$ cat src/rtl/updown_counter_param.sv
// updown_counter_param
//   Fully synchronous parametrised up/down counter with programmable modulus,
//   wrap or saturate at the range ends, parallel load with clamp, count
//   enable through a prescaler, terminal-count flag and wrap/saturate pulse.
//
// Parameters
//   WIDTH    counter width in bits (>= 1)
//   MODULUS  count range 0..MODULUS-1, 2 <= MODULUS <= 2**WIDTH
//   SATURATE 0 = wrap at the range ends, 1 = hold at the range ends
//   PRESCALE one count step every PRESCALE enabled cycles (>= 1)
//
// Ports
//   clk      clock, rising edge
//   rst      asynchronous active-low reset
//   en       count enable (advances the prescaler)
//   control  direction: 1 = up, 0 = down
//   load     synchronous parallel load strobe (wins over a step)
//   load_val value loaded on load, clamped to MODULUS-1
//   q        registered count
//   tc       terminal count for the current direction (combinational)
//   evt      one-cycle registered pulse after a wrap or saturated step
module updown_counter_param #(
  parameter int WIDTH    = 4,
  parameter int MODULUS  = 16,
  parameter int SATURATE = 0,
  parameter int PRESCALE = 1
) (
  input  logic             clk,
  input  logic             rst,
  input  logic             en,
  input  logic             control,
  input  logic             load,
  input  logic [WIDTH-1:0] load_val,
  output logic [WIDTH-1:0] q,
  output logic             tc,
  output logic             evt
);

  // Parameter legality is caught at elaboration; the logic does not guard it.
  if (WIDTH < 1 || WIDTH > 62 || MODULUS < 2 ||
      longint'(MODULUS) > (longint'(1) << WIDTH) ||
      PRESCALE < 1 || (SATURATE != 0 && SATURATE != 1)) begin : g_bad_param
    $error("updown_counter_param: illegal parameters W=%0d M=%0d S=%0d P=%0d",
           WIDTH, MODULUS, SATURATE, PRESCALE);
  end

  localparam int PW = (PRESCALE > 1) ? $clog2(PRESCALE) : 1;
  localparam logic [PW-1:0]  PRE_LAST = PW'(PRESCALE - 1);
  // Range limits kept one bit wider so MODULUS == 2**WIDTH is representable.
  localparam logic [WIDTH:0] MAXV     = (WIDTH+1)'(MODULUS - 1);
  localparam logic [WIDTH:0] MODV     = (WIDTH+1)'(MODULUS);
  localparam logic [WIDTH-1:0] ONE    = WIDTH'(1);

  logic [PW-1:0]    pre;
  logic             step;
  logic             at_top, at_bot;
  logic [WIDTH-1:0] load_q;
  logic [WIDTH-1:0] q_nxt;
  logic             evt_nxt;

  assign at_top = ({1'b0, q} == MAXV);
  assign at_bot = (q == '0);
  assign step   = en && (pre == PRE_LAST);
  assign tc     = control ? at_top : at_bot;

  // Out-of-range load values are clamped to the top of the range.
  assign load_q = ({1'b0, load_val} < MODV) ? load_val : MAXV[WIDTH-1:0];

  // Next count for a step. q is always below MODULUS, so the WIDTH-bit
  // increment/decrement cannot overflow once the end cases are split off.
  always_comb begin
    q_nxt   = q;
    evt_nxt = 1'b0;
    if (control) begin
      if (at_top) begin
        evt_nxt = 1'b1;
        if (SATURATE == 0) q_nxt = '0;
      end else begin
        q_nxt = q + ONE;
      end
    end else begin
      if (at_bot) begin
        evt_nxt = 1'b1;
        if (SATURATE == 0) q_nxt = MAXV[WIDTH-1:0];
      end else begin
        q_nxt = q - ONE;
      end
    end
  end

  always_ff @(posedge clk or negedge rst) begin
    if (!rst) begin
      q   <= '0;
      pre <= '0;
      evt <= 1'b0;
    end else if (load) begin
      q   <= load_q;
      pre <= '0;
      evt <= 1'b0;
    end else if (step) begin
      q   <= q_nxt;
      pre <= '0;
      evt <= evt_nxt;
    end else begin
      // Enabled cycles without a step advance the prescaler phase only.
      if (en) pre <= pre + PW'(1);
      evt <= 1'b0;
    end
  end

endmodule

$ cat config.mk
export PLATFORM = sky130hd
export DESIGN_NAME = updown_counter_param
export DESIGN_NICKNAME = d
export VERILOG_FILES = /design/src/rtl/updown_counter_param.sv
export SDC_FILE = /design/constraint.sdc
export NUM_CORES = 1
export LEC_CHECK = 0
export CAP_MARGIN = 20
export CORE_MARGIN = 3
export CORE_UTILIZATION = 24
export DETAILED_ROUTE_END_ITERATION = 7
export SLEW_MARGIN = 20
export SYNTH_ARGS = -nofsm -noshare
export SYNTH_HDL_FRONTEND = slang
export SYNTH_SLANG_ARGS = --single-unit
$ cat constraint.sdc
create_clock -name clk -period 4.9 [get_ports clk]
set_clock_uncertainty 0.2 [all_clocks]
set_input_delay 0.735 -clock clk [delete_from_list [all_inputs] [get_ports clk]]
set_output_delay 0.735 -clock clk [all_outputs]
set_load 0.005 [all_outputs]
==> results.sh <==
export IMPL_status="finished clean"
export IMPL_irDropWorstVdd_v=0.000144
export IMPL_max_freq_mhz=319
export IMPL_clkSinkCount=6
export IMPL_yosysTopAreaCellShare=0.386
export IMPL_chipHeight_um=46.3
export IMPL_reg2reg_from="q[0]"
export IMPL_grt_pass1_wl_um=1360
export IMPL_routed_wl_um=816
export IMPL_synth_area_leaders="dfrtp_1, ha_1, a21oi_1"
export IMPL_ys_types=22
export IMPL_drive_gt1_frac=0.0847
export IMPL_die_w_um=46.3
export IMPL_crit_type="input port to output port"
export IMPL_gp_congestion=0.810
export IMPL_clock_root_buffer="clkbuf_4"
export IMPL_path_clk_slew_ns=0.04
export IMPL_hold_start="pre"
export IMPL_crit_arrival_ns=2.20
export IMPL_cp_start_kind="input port"
export IMPL_wl_per_cell_um=11.0
export IMPL_finalNetCount=72
export IMPL_firstDrtPassIters=1
export IMPL_cp_end_kind="output port"
export IMPL_syn_nets=54
export IMPL_finalCritPeriodShare=0.640
export IMPL_drc=0
export IMPL_clk_path_buf_depth=2
export IMPL_finalSetupViolCount=0
export IMPL_min_path_type="flip-flop to flip-flop"
export IMPL_grt_pass1_vias=330
export IMPL_grt_use_total=0.0937
export IMPL_grt_max_degree=11
export IMPL_slowest_stage="clkdlybuf4s50_1"
export IMPL_hold_viol=0
export IMPL_ys_ff_latch=6
export IMPL_yosysWarnings=0
export IMPL_worstPathMaxFanout=5
export IMPL_whs_path_depth=1
export IMPL_rows=13
export IMPL_crit_top_cell="clkdlybuf4s50_1"
export IMPL_postCtsHoldBufs=0
export IMPL_period_needed_ns=3.14
export IMPL_antenna_left=0
export IMPL_port_buffers=14
export IMPL_drt_iter0_markers=0
export IMPL_post_cts_buffers=0
export IMPL_synth_seq_area_share=0.386
export IMPL_slew_violations=0
export IMPL_cts_max_level=1
export IMPL_clkLatencyLatePin_ns=0.24
export IMPL_max_cap_violations=0
export IMPL_worst_slew_pin_slew_ns=0.330
export IMPL_place_ws_ns=1.75
export IMPL_rsz0062_at_grt="no"
export IMPL_rrSetupSlack_ns=3.19
export IMPL_cts_tree="done"
export IMPL_area_growth_syn_to_layout_pct=45.7
export IMPL_numCtsBuffers=3
export IMPL_diodes=0
export IMPL_cp_required_ns=3.96
export IMPL_powerDensity_mw_per_mm2=267
export IMPL_slew_headroom=0.779
export IMPL_core_area_sq_mm=0.00142
export IMPL_fin_ws_ns=1.76
export IMPL_die_area_sq_mm=0.00214
export IMPL_avgSynthCellArea_sq_um=9.05
export IMPL_syn_instance_count=43
export IMPL_ctsResizeCount=0
export IMPL_rr_worst_depth=6
export IMPL_leakage_nw=0.237
export IMPL_via_per_inst=4.82
export IMPL_reg2reg_to="q[3]"
export IMPL_dp_hpwl_um=672
export IMPL_fillers=152
export IMPL_pin_count=15
export IMPL_cp_slowest_stage_delay_ns=0.52
export IMPL_tns_ns=0
export IMPL_min_to="pre"
export IMPL_antenna_found_initial=0
export IMPL_grt_ovfl_total=0
export IMPL_start_util=0.275
export IMPL_crit_chain="clkdlybuf4s50_1, nand2b_1, nor3_1, o21bai_1, clkdlybuf4s50_1"
export IMPL_syn_area_sq_um=389
export IMPL_num_vias=357
export IMPL_yosysTopAreaCell="dfrtp_1"
## layer usage
| metal | share of wire | global-route usage | vias to the layer above |
|---|---|---|---|
| met5 | 0 | 0 | - |
| met4 | 0 | 0.0341 | 0 |
| met3 | 0.070 | 0.0586 | 0 |
| met2 | 0.49 | 0.146 | 10 |
| met1 | 0.44 | 0.103 | 163 |
| li1 | - | - | 184 |
## critical path, delay by kind of cell
kind                   cells  cell delay (ns)
AOI/OAI and AO/OA          1             0.14
and+or+nand+nor            2             0.31
buffers and inverters      2             1.02
## sequential cells by signal (all words and copies together) (netlist names)
name,count
q,4
evt,1
pre,1
## logic make-up after synthesis
logic type	share of synthesized area
simple gates	0.232
xor+xnor	0.0675
buf+inv	0.0386
flops	0.386
fa+ha+maj	0.0643
compound gates	0.212
## area by class of cell
class                      count  area, sq um  share of cell area
clock buffer                   3         22.5              0.0397
inverter                       3         11.3              0.0199
multi-input combinational     33          224               0.395
sequential                     6          150               0.265
tap                           15         18.8              0.0331
timing repair buffer          14          140               0.247
## worst max path at each step
stage / startpoint / end / slack [ns] / cells after the start
CTS: control / tc / 1.75 / 5
global route: control / tc / 1.67 / 5
detailed placement: control / tc / 1.75 / 5
floorplan: control / tc / 2.85 / 3
global placement: control / tc / 1.78 / 5
finish: control / tc / 1.76 / 5
## cells in the mapped netlist
library cell / number
nand2b_1: 2
clkbuf_1: 1
nand2_1: 5
o21ai_0: 2
inv_1: 3
o311ai_1: 1
nor3_1: 1
xnor2_1: 2
nor2_1: 3
o21bai_1: 2
a21oi_1: 4
and2b_1: 1
dfrtp_1: 6
a22o_1: 1
xor2_1: 1
o221ai_2: 1
nor3b_1: 1
ha_1: 2
nor4b_1: 1
nor3b_2: 1
o21ai_1: 1
and3_1: 1
## power breakdown
part / switching, W / total [W] / leakage (nW) / internal [W]
clock: 0.0000165 / 0.0000441 / 0.0138 / 0.0000276
sequential: 0.00000871 / 0.0000628 / 0.0761 / 0.0000540
combinational: 0.0000176 / 0.0000443 / 0.147 / 0.0000268
total: 0.0000428 / 0.000151 / 0.237 / 0.000108
## cell usage in the layout (no fill, tap or decap), drive strengths merged
cell type	n
ha	2
and3	1
a22o	1
nor3b	2
inv	3
and2b	1
nand2b	2
clkdlybuf4s50	14
o21ai	3
o21bai	2
xnor2	2
clkbuf	3
o221ai	1
xor2	1
nor4b	1
nand2	5
o311ai	1
a21oi	4
nor2	3
nor3	1
dfrtp	6
## stage by stage
step / cells / area [sq um] / total power (W) / utilization / hold WS (ns)
2_1_floorplan: 43 / 389 / 0.0000853 / - / 0.239
3_3_place_gp: 71 / 544 / 0.000109 / 0.385 / 0.335
3_5_place_dp: 71 / 544 / 0.000108 / 0.385 / 0.345
4_1_cts: 74 / 567 / 0.000155 / 0.401 / 0.354
5_1_grt: 74 / 567 / 0.000166 / 0.401 / 0.363
6_report: 74 / 567 / 0.000151 / 0.401 / 0.352
Power figures use the tool's default switching activity.
